File: config.mk
export PLATFORM = sky130hd
export DESIGN_NAME = mmio_timer
export DESIGN_NICKNAME = d
export VERILOG_FILES = /design/src/rtl/mmio_timer.sv
export SDC_FILE = /design/constraint.sdc
export NUM_CORES = 1
export LEC_CHECK = 0
export BUFFER_PORTS_ARGS = -buffer_cell sky130_fd_sc_hd__buf_2
export CORE_MARGIN = 4
export CORE_UTILIZATION = 30
export DETAILED_ROUTE_END_ITERATION = 10
export REMOVE_ABC_BUFFERS = 1
export SYNTH_ARGS = -nofsm -noshare
export SYNTH_HDL_FRONTEND = slang
export SYNTH_SLANG_ARGS = --single-unit
File: constraint.sdc
create_clock -name clk -period 2.3 [get_ports clk]
set_input_delay 0.46 -clock clk [delete_from_list [all_inputs] [get_ports clk]]
set_output_delay 0.46 -clock clk [all_outputs]
set_load 0.02 [all_outputs]
File: src/rtl/mmio_timer.sv
// Purpose : memory-mapped down-counting timer with prescaler, reload and sticky expiry interrupt.
// Latency : register writes take effect on the edge they are sampled; read data appears one cycle after sel&re.
// Backpress: none -- the bus slave is always ready; every access completes in a single cycle.
//
// Ports:
//   clk    - system clock, all state updates on its rising edge
//   reset  - synchronous active-low reset
//   sel    - bus address-decode select
//   addr   - word offset: 0=CTRL, 1=LOAD, 2=COUNT, 3=STATUS
//   wdata  - CPU write data
//   we     - CPU byte write enables; only a full-word write (4'b1111) is honoured
//   re     - CPU read strobe
//   rdata  - read data, valid the cycle after a sel&re cycle, 0 otherwise
//   irq    - level interrupt, EXP & IRQ_EN, driven from registered state only
module mmio_timer #(
  parameter int unsigned PRESCALE = 12000
) (
  input  logic        clk,
  input  logic        reset,
  input  logic        sel,
  input  logic [1:0]  addr,
  input  logic [31:0] wdata,
  input  logic [3:0]  we,
  input  logic        re,
  output logic [31:0] rdata,
  output logic        irq
);

  localparam logic [1:0] ADDR_CTRL   = 2'd0;
  localparam logic [1:0] ADDR_LOAD   = 2'd1;
  localparam logic [1:0] ADDR_COUNT  = 2'd2;
  localparam logic [1:0] ADDR_STATUS = 2'd3;

  // PRESCALE is at most 2^16, so its terminal value always fits 16 bits.
  localparam logic [15:0] PS_MAX = 16'(PRESCALE - 1);

  // CTRL field positions
  localparam int CTRL_EN     = 0;
  localparam int CTRL_RELOAD = 1;
  localparam int CTRL_IRQ_EN = 2;

  // Architectural state
  logic [2:0]  ctrl_q;
  logic [31:0] load_q;
  logic [31:0] count_q;
  logic [15:0] presc_q;
  logic        exp_q;
  logic [31:0] rdata_q;
  logic        rd_pend_q;

  // Next-state values
  logic [2:0]  ctrl_d;
  logic [31:0] load_d;
  logic [31:0] count_d;
  logic [15:0] presc_d;
  logic        exp_d;
  logic [31:0] rdata_d;
  logic        rd_pend_d;

  // Decoded bus strobes
  logic        wr;
  logic        rd;
  logic        wr_ctrl;
  logic        wr_load;
  logic        wr_count;
  logic        wr_status;
  logic        rd_status;

  // Timer events
  logic        en;
  logic        tick;
  logic        exp_set;
  logic        exp_clr;

  assign en = ctrl_q[CTRL_EN];

  always_comb begin
    wr        = sel && (we == 4'b1111);
    rd        = sel && re;
    wr_ctrl   = wr && (addr == ADDR_CTRL);
    wr_load   = wr && (addr == ADDR_LOAD);
    wr_count  = wr && (addr == ADDR_COUNT);
    wr_status = wr && (addr == ADDR_STATUS);
    rd_status = rd && (addr == ADDR_STATUS);
    tick      = en && (presc_q == PS_MAX);
  end

  // Prescaler: free-runs while enabled, parked at 0 otherwise. A COUNT write
  // restarts it so the freshly loaded value gets a full tick period.
  always_comb begin
    presc_d = presc_q + 16'd1;
    if (wr_count) begin
      presc_d = '0;
    end else if (wr_ctrl && !wdata[CTRL_EN]) begin
      presc_d = '0;
    end else if (!en) begin
      presc_d = '0;
    end else if (tick) begin
      presc_d = '0;
    end
  end

  // Counter and expiry. A COUNT write suppresses the coincident tick
  // entirely, including its expiry. The reload uses load_q, i.e. the LOAD
  // value from before any same-edge LOAD write.
  always_comb begin
    count_d = count_q;
    exp_set = 1'b0;
    if (wr_count) begin
      count_d = wdata;
    end else if (tick) begin
      if (count_q > 32'd1) begin
        count_d = count_q - 32'd1;
      end else if (count_q == 32'd1) begin
        exp_set = 1'b1;
        count_d = ctrl_q[CTRL_RELOAD] ? load_q : 32'd0;
      end
    end
  end

  // EXP is sticky; a set on the same edge as a clear wins so an expiry
  // can never be lost to a racing acknowledge.
  always_comb begin
    exp_clr = rd_status || (wr_status && wdata[0]);
    exp_d   = exp_q;
    if (exp_set) begin
      exp_d = 1'b1;
    end else if (exp_clr) begin
      exp_d = 1'b0;
    end
  end

  // Plain register writes
  always_comb begin
    ctrl_d = ctrl_q;
    load_d = load_q;
    if (wr_ctrl) begin
      ctrl_d = wdata[2:0];
    end
    if (wr_load) begin
      load_d = wdata;
    end
  end

  // Read path samples current (pre-write) register contents.
  always_comb begin
    rdata_d   = rdata_q;
    rd_pend_d = rd;
    if (rd) begin
      unique case (addr)
        ADDR_CTRL:   rdata_d = {29'd0, ctrl_q};
        ADDR_LOAD:   rdata_d = load_q;
        ADDR_COUNT:  rdata_d = count_q;
        ADDR_STATUS: rdata_d = {31'd0, exp_q};
        default:     rdata_d = '0;
      endcase
    end
  end

  always_ff @(posedge clk) begin
    if (!reset) begin
      ctrl_q    <= '0;
      load_q    <= '0;
      count_q   <= '0;
      presc_q   <= '0;
      exp_q     <= 1'b0;
      rdata_q   <= '0;
      rd_pend_q <= 1'b0;
    end else begin
      ctrl_q    <= ctrl_d;
      load_q    <= load_d;
      count_q   <= count_d;
      presc_q   <= presc_d;
      exp_q     <= exp_d;
      rdata_q   <= rdata_d;
      rd_pend_q <= rd_pend_d;
    end
  end

  // Read data is only presented in the cycle following a read. It is also
  // forced to 0 while reset is held, so a read issued just before reset
  // asserts never delivers stale data.
  assign rdata = (rd_pend_q && reset) ? rdata_q : 32'd0;

  assign irq = exp_q && ctrl_q[CTRL_IRQ_EN];

endmodule

**After elaboration in Yosys (flattened, before gate mapping)**

Index checks and enable logic that the tools add are counted.

- Add/subtract/negate cells: 2
- Magnitude comparators: 1
- Equality and inequality tests: 6
- Mux-type cells: 13
- Bitwise gates (word level): 2
- Reductions and logical operators: 20

Operators by type and width:

| kind | count |
|---|---|
| 32-bit 2-to-1 mux | 6 |
| 32-bit case mux with 4 select lines | 1 |
| 32-bit by 1-bit == test with 1-bit output (second input constant) | 1 |
| 32-bit by 1-bit greater-than comparator with 1-bit output (second input constant) | 1 |
| 32-bit by 1-bit subtractor with 32-bit output (second input constant) | 1 |
| 16-bit by 1-bit adder with 16-bit output (second input constant) | 1 |
| 16-bit by 14-bit == test with 1-bit output (second input constant) | 1 |
| 1-bit logical AND | 12 |
| 1-bit 2-to-1 mux | 6 |
| 5-bit OR reduction | 1 |
| 2-bit == test (second input constant) | 2 |
| 4-bit == test (second input constant) | 1 |
| 2-bit nonzero test | 2 |
| 3-bit nonzero test | 1 |
| 2-bit by 1-bit == test with 1-bit output (second input constant) | 1 |
| 2-bit logical NOT | 1 |
| 1-bit inverter | 2 |
| 2-bit AND reduction | 1 |
| 1-bit logical NOT | 1 |
| 1-bit logical OR | 1 |

- Bits in registers: 117
- Bits of input ports: 42
- Output and inout port bits: 33
- Word-level logic and storage cells: 51

**Logic depth before layout (Yosys ltp)**

Gate-level depths: netlist of run 1.

- Depth after elaboration: 7
- Gate-level depth with buffers: 10
- Gate-level depth less buffers: 8

**Worst setup path before layout of run 1**

Ideal clock, no wire load.

- Path kind: reg2reg
- Start: reg count_q[10]
- End: reg count_q[27]
- Setup time: 0.132 ns
- Data arrival time: 2.003 ns
- Required time: 2.168 ns
- Setup slack: 0.165 ns
- Cell stages (with the launch flop): 8
- Buffers on the path: 2
- Clock period less this slack: 2.135 ns
- Cells stage by stage: dfxtp_1 > buf_6 > nor4_4 > nand3_2 > or4_4 > clkbuf_1 > a221oi_1 > o31ai_1

- Longest elaborated chain between the ends: 4
- Elaborated cells between the ends (all ways): 8
- Classes of those cells: add/sub: 1; order compare: 1; eq/ne: 1; mux: 3; reduce/logical: 2

RTL lines:

| what | line | source |
|---|---|---|
| start: declaration | 45 | `logic [31:0] count_q;` |
| start signal: assignment | 172 | `count_q <= count_d;` |
| 32-bit by 1-bit subtractor with 32-bit output / 32-bit by 1-bit greater-than comparator with 1-bit output (equally long branches) | 113, 112 |  |
| 32-bit 2-to-1 mux | 112 | `if (count_q > 32'd1) begin` |
| 32-bit 2-to-1 mux | 111 | `end else if (tick) begin` |
| 32-bit 2-to-1 mux | 109 | `if (wr_count) begin` |

Several ways; a longest one is shown, not always the timed one. The select of a mux whose other input is x is not followed.
A chain may end at the register's enable or synchronous reset.

**Worst setup path after layout of run 1**

- Start: reg count_q[13]
- End: reg count_q[15]

The elaborated chain is that of the path after synthesis.

==> results of run 1 <==
[logic make-up (layout without fill, tap and decap cells)]
family | count (synthesis) | after routing | synth area share, %
compound gates | 183 | 183 | 19.4
xor+xnor | 32 | 32 | 4.47
fa+ha+maj | 3 | 3 | 0.599
buf+inv | 77 | 207 | 4.99
flops | 117 | 117 | 37.4
mux | 17 | 17 | 2.95
simple gates | 370 | 371 | 30.2
[worst max path at each step]
stage	cells after the start	endpoint	slack, ns
after CTS	5	count_q[11]	0.02
after global placement	9	count_q[31]	0.07
after global routing	9	count_q[31]	-0.03
after floorplan	5	count_q[31]	-1.18
after detailed placement	8	count_q[22]	0.06
final	9	count_q[15]	0.06
[registers in the layout, summed over array words and instances, names as in the netlist]
name,flops
count_q,32
ctrl_q,3
exp_q,1
load_q,32
presc_q,16
rd_pend_q,1
rdata_q,32
[worst min-delay path, delay by kind of cell]
| kind | cells | cell delay, ns |
|---|---|---|
| AOI/OAI and AO/OA | 1 | 0.05 |
| buffers and inverters | 1 | 0.10 |
| and+or+nand+nor | 1 | 0.05 |
[per-layer routing]
layer	share of wire (%)	track usage, %	vias to the layer above
li1	-	-	3152
met1	46	23.4	3025
met2	47	28.5	220
met3	5.8	4.17	24
met4	1.3	4.75	0
met5	0	0	-
[final cells by class]
cell class                 count  area, um^2  area share (%)
clock buffer                  19         443            5.46
multi-input combinational    606        3710            45.7
clock inverter                13         134            1.65
timing repair buffer         162        1100            13.6
tap                          270         338            4.16
sequential                   117        2340            28.9
inverter                      13        48.8           0.601
[through the flow]
stage / instances / instance area [um^2]
after floorplan: 735 / 6000
after global placement: 1164 / 7430
after detailed placement: 1164 / 7430
after CTS: 1196 / 8010
after global routing: 1200 / 8120
final: 1200 / 8120
[power breakdown]
part | internal, mW | switching (mW)
clock | 1.61 | 0.971
sequential | 2.06 | 0.0194
combinational | 0.194 | 0.286
total | 3.87 | 1.28
[Yosys cell counts, types with 2 or more instances]
cell / n
nor2_1: 76
and3_1: 47
o22ai_1: 2
nand2b_1: 3
nand4_1: 13
a211oi_1: 4
buf_6: 2
nor4_1: 10
and2_1: 9
nor3_1: 48
a21oi_2: 2
inv_1: 13
or4_1: 3
dfxtp_1: 117
nand2_1: 104
buf_2: 6
a22oi_1: 3
o221ai_1: 2
or2_2: 3
nor4_4: 4
a21oi_1: 68
ha_1: 3
a221o_1: 3
o21ai_0: 29
and4_1: 4
o41ai_1: 3
o31ai_1: 12
a32oi_1: 3
xnor2_1: 14
buf_1: 2
xor2_1: 18
or3_1: 3
o211ai_1: 3
mux2_2: 2
nor2b_1: 3
o2bb2ai_1: 3
a221oi_1: 35
clkbuf_1: 53
nand3_1: 27
nor3_2: 3
mux2i_1: 14
[cells in the final DEF, fill, tap and decap left out, types with 4 or more instances in the layout]
cell / instances
inv_1: 12
nor4_4: 7
and2_1: 9
buf_4: 81
nor4_1: 6
o21ai_0: 29
xor2_1: 18
nor2_1: 76
clkbuf_16: 17
buf_2: 74
o31ai_1: 12
mux2i_1: 14
and3_1: 47
nand3_1: 25
dfxtp_1: 116
a221oi_1: 35
xnor2_1: 14
nor3_1: 48
a21oi_1: 68
clkinv_2: 4
buf_12: 5
a211oi_1: 4
clkinvlp_4: 6
nand2_1: 104
nand4_1: 13
and4_1: 4
[repair_timing]
action / CTS / global route
buffers inserted: 0 / 3
resized for setup: 0 / 14
setup endpoints to repair: 0 / 30
==> impl_metrics.json, run 1 <==
{
  "synth_edf_count": 0,
  "final_util_pct": 39.9,
  "cts_tree": "yes",
  "postCtsHoldBufs": 0,
  "rsz0062_at_grt": "true",
  "r2r.worst_path.cells": 9,
  "grt_first_pass_wirelength_um": 33500,
  "hold_depth": 3,
  "status": "finished clean",
  "place_ws_ns": 0.0611,
  "min_to": "load_q[9]",
  "yosysTopAreaCell": "dfxtp_1",
  "area_delta_synth_final_pct": 29.5,
  "setup_tns_ns": 0,
  "antenna_found_initial": 0,
  "clock_latency_ns": 0.42,
  "worstSetupPathType": "reg -> reg",
  "grt.overflow.total": 0,
  "timing.rr.end": "count_q[15]",
  "postSynthCellCount": 799,
  "worst_slew_pin_slew_ns": 0.529,
  "timing.fmax_mhz": 447,
  "critPathSlowestCell": "nor4_4",
  "nets": 962,
  "wirelength_um": 20700,
  "drc": 0,
  "htreeDepth": 4,
  "cts_buffers": 17,
  "crit_start": "count_q[13]",
  "hp-class": "in -> reg",
  "hold_ws_ns": 0.286,
  "max-cap-violations": 0,
  "ir_drop_mv": 0.493,
  "drive_gt1_share_pct": 24.4,
  "clock_skew_ns": 0.00857,
  "finalCritPeriodShare_pct": 97.2,
  "ff2ff_setup_slack_ns": 0.06,
  "die_x_um": 153,
  "setup_violations": 0,
  "synthArstFlopShare_pct": 0,
  "drt-initial-drc-count": 448,
  "clk_pin_slew_ns": 0.06,
  "grtUsageTotal_pct": 17.5,
  "p_leak_nw": 3.37,
  "wl_per_cell_um": 17.3,
  "ioPinCount": 75,
  "die_h_um": 153,
  "synth-warning-count": 0,
  "firstDrtPassIters": 5,
  "avgSynthCellArea_um2": 7.85,
  "critPathBufInv": 3,
  "fin_crit_ns": 2.24,
  "cts-root-buf": "clkbuf_16",
  "cp_max_fo": 7,
  "routed-via-count": 6421,
  "dieArea_um2": 23300,
  "row_count": 52,
  "fillers": 2072,
  "hold_viol": 0,
  "grt_start_max_net_pins": 41,
  "cts.sink_count": 117,
  "critPathCaptureType": "flip-flop",
  "critical_path.most_common_cell": "buf_4",
  "core_area_um2": 20400,
  "slew_headroom_pct": 64.7,
  "ys_seq_area_share_pct": 37.4,
  "yosysUniqueCellTypes": 64,
  "synth_area_um2": 6270,
  "ys.flop_type": "dfxtp_1",
  "synth_area_leaders": "dfxtp_1 37%, nand2_1 6.2%, a21oi_1 5.4%",
  "synth-seq-cells": 117,
  "arrival_ns": 2.54,
  "antennaDiodeCount": 0,
  "r2r-start": "count_q[13]",
  "grt_pass1_vias": 6218,
  "cp_cell_sequence": "nor4_4 -> nand3_2 -> buf_4 -> nor4_4 -> buf_4 -> o21ai_0 -> buf_4 -> o221ai_1 -> a21oi_1",
  "clockBufferDepth": 2,
  "portBuffers": 74,
  "dp_hpwl_um": 15100,
  "worstHoldStart": "wdata[9]",
  "routed_via_density": 5.35,
  "path_delay_family": "simple AND/OR/NAND/NOR gates",
  "synth_top_area_share_pct": 37.4,
  "ant_nets": 0,
  "finalWorstSetupSlack_ns": 0.0644,
  "power_density_nw_per_um2": 634,
  "drv_slew": 0,
  "crit_path_start_kind": "flip-flop",
  "total_power_mw": 5.15,
  "start_util_pct": 30.8,
  "critPathRequiredTime_ns": 2.60,
  "place_congestion": 0.904,
  "max_stage_delay_ns": 0.35
}
No activity file was read; power rests on OpenSTA's default activity.
==> run 2: changes to the inputs <==
CORE_UTILIZATION = 33   (was 30)
==> impl_metrics.json, run 2 (synthesis gave the netlist of run 1 again) <==
{
  "top_usage_layer": "met2",
  "hp-class": "in -> reg",
  "row_count": 50,
  "top_regs": "count_q x32, load_q x32, rdata_q x32",
  "setup_violations": 0,
  "use_met3_pct": 5.01,
  "finalWorstSetupSlack_ns": 0.112,
  "grt_util_met2_pct": 30.7,
  "place_ws_ns": 0.0597,
  "firstDrtPassIters": 5,
  "dp_hpwl_um": 14300,
  "grt.overflow.total": 0,
  "critPathBufInv": 2,
  "wirelength_um": 20500,
  "start_util_pct": 33.5,
  "r2r.worst_path.cells": 8,
  "p_clk_share_pct": 54.2,
  "grt_pass1_vias": 6122,
  "arrival_ns": 2.55,
  "ff2ff_setup_slack_ns": 0.11,
  "clockBufferDepth": 2,
  "routed-via-count": 6362,
  "antennaDiodeCount": 0,
  "cts_tree": "yes",
  "die_x_um": 146,
  "area_delta_synth_final_pct": 27.1,
  "worstHoldStart": "wdata[9]",
  "max_stage_delay_ns": 0.36,
  "instances_no_fill": 1147,
  "hold_depth": 3,
  "cts_post_setup_buffers_inserted": 0,
  "power_density_nw_per_um2": 696,
  "place_congestion": 0.937,
  "core_area_um2": 18700,
  "grt_first_pass_wirelength_um": 32700,
  "dieArea_um2": 21300,
  "grt_start_max_net_pins": 45,
  "dp.cells": 1116,
  "clock_latency_ns": 0.42,
  "setup_tns_ns": 0,
  "p_sw_share_pct": 22.5,
  "ir_drop_mv": 0.544,
  "routed_via_density": 5.55,
  "portBuffers": 74,
  "grt_use_met1_pct": 24.8,
  "drc": 0,
  "timing.fmax_mhz": 457,
  "final_common_cell": "dfxtp_1",
  "finalCritPeriodShare_pct": 95.1,
  "antenna_found_initial": 0,
  "slew_headroom_pct": 65.8,
  "max-cap-violations": 0,
  "most-common-layout-cells": "117 x dfxtp_1, 104 x nand2_1, 76 x nor2_1, 74 x buf_2, 69 x buf_4",
  "drv_slew": 0,
  "clock_skew_ns": 0.00658,
  "htreeDepth": 4,
  "worstSetupPathType": "reg -> reg",
  "crit_path_start_kind": "flip-flop",
  "cp_max_fo": 7,
  "hold_viol": 0,
  "drt-initial-drc-count": 416,
  "p_leak_nw": 3.32,
  "cp_cell_sequence": "nor4_4 -> nand3_2 -> buf_4 -> nor4_4 -> buf_4 -> nand3_1 -> a221oi_1 -> a31o_2",
  "final_util_pct": 42.6,
  "path_delay_family": "simple AND/OR/NAND/NOR gates",
  "cts.sink_count": 117,
  "min_to": "load_q[9]",
  "hold_ws_ns": 0.287,
  "fin_crit_ns": 2.19,
  "wl_per_cell_um": 17.9,
  "cts-root-buf": "clkbuf_16",
  "worst_slew_pin_slew_ns": 0.506,
  "r2r-start": "count_q[10]",
  "grtUsageTotal_pct": 19.0,
  "clk_pin_slew_ns": 0.06,
  "p_sw_mw": 1.25,
  "critPathCaptureType": "flip-flop",
  "drive_gt1_share_pct": 22.6,
  "combinationalPowerShare_pct": 8.3,
  "cell_internal_pwr_mw": 4.30,
  "status": "finished clean",
  "nets": 946,
  "die_h_um": 146,
  "critPathRequiredTime_ns": 2.67,
  "rsz0062_at_grt": "true",
  "cts_buffers": 17,
  "critPathSlowestCell": "nor4_4",
  "seqPwrFrac_pct": 37.5,
  "ioPinCount": 75,
  "timing.rr.end": "count_q[2]",
  "ant_nets": 0
}
==> run 2: changes by cell type in the layout (fill, tap and decap cells not counted), moves of 2 or more <==
cell | before | now
nor4_1 | 6 | 9
bufinv_16 | 2 | 5
nor4_4 | 7 | 5
clkbuf_8 | 1 | 5
buf_4 | 81 | 69
clkinvlp_4 | 6 | 0
clkinv_2 | 4 | 2
buf_12 | 5 | 3
==> run 2: layout make-up <==
| class | count | area (um^2) |
|---|---|---|
| clock inverters | 8 | 169 |
| fillers | 1849 | 10700 |
| well taps | 234 | 293 |
| flip-flops and latches | 117 | 2340 |
| multi-input cells | 605 | 3660 |
| inverters | 13 | 48.8 |
| clock buffers | 23 | 498 |
| repair buffers | 147 | 960 |
==> run 2: worst max-delay path by stage <==
stage,from,to,cells after the start
2_1_floorplan,addr[1],count_q[31],5
6_report,count_q[10],count_q[2],8
5_1_grt,count_q[21],count_q[2],8
4_1_cts,count_q[26],count_q[18],6
3_5_place_dp,count_q[26],count_q[18],6
3_3_place_gp,count_q[10],count_q[18],6
==> run 2: repair_timing <==
item                                    4_1_cts  5_1_grt
endpoints found under the hold margin         0        0
gates resized for setup                       0        7
endpoints found under the setup margin        0       14
hold buffers                                  0        0
==> run 2: routing by layer <==
| layer | up-vias | share of wire (%) |
|---|---|---|
| met1 | 3010 | 45 |
| met2 | 202 | 46 |
| met3 | 38 | 6.5 |
| met4 | 0 | 2.0 |
| met5 | - | 0 |
| li1 | 3112 | - |
==> run 2: worst min-delay path: stages <==
cell and delay, ns:
buf_2 0.11, nand2_1 0.05, a21oi_1 0.05
==> run 2: power by group through the flow <==
stage | Clock, mW | Combinational [mW] | Sequential [mW]
6_report | 3.01 | 0.461 | 2.08
5_1_grt | 3.14 | 0.509 | 2.08
4_1_cts | 3.04 | 0.458 | 2.08
3_5_place_dp | 0 | 0.456 | 2.12
3_3_place_gp | 0 | 0.454 | 2.12
2_1_floorplan | 0 | 0.243 | 2.12
==> run 2: stage by stage <==
stage                     instance area [um^2]  power (mW)
final                                     7970        5.55
after global routing                      7970        5.73
after CTS                                 7940        5.58
after detailed placement                  7270        2.58
after global placement                    7270        2.58
after floorplan                           6000        2.37
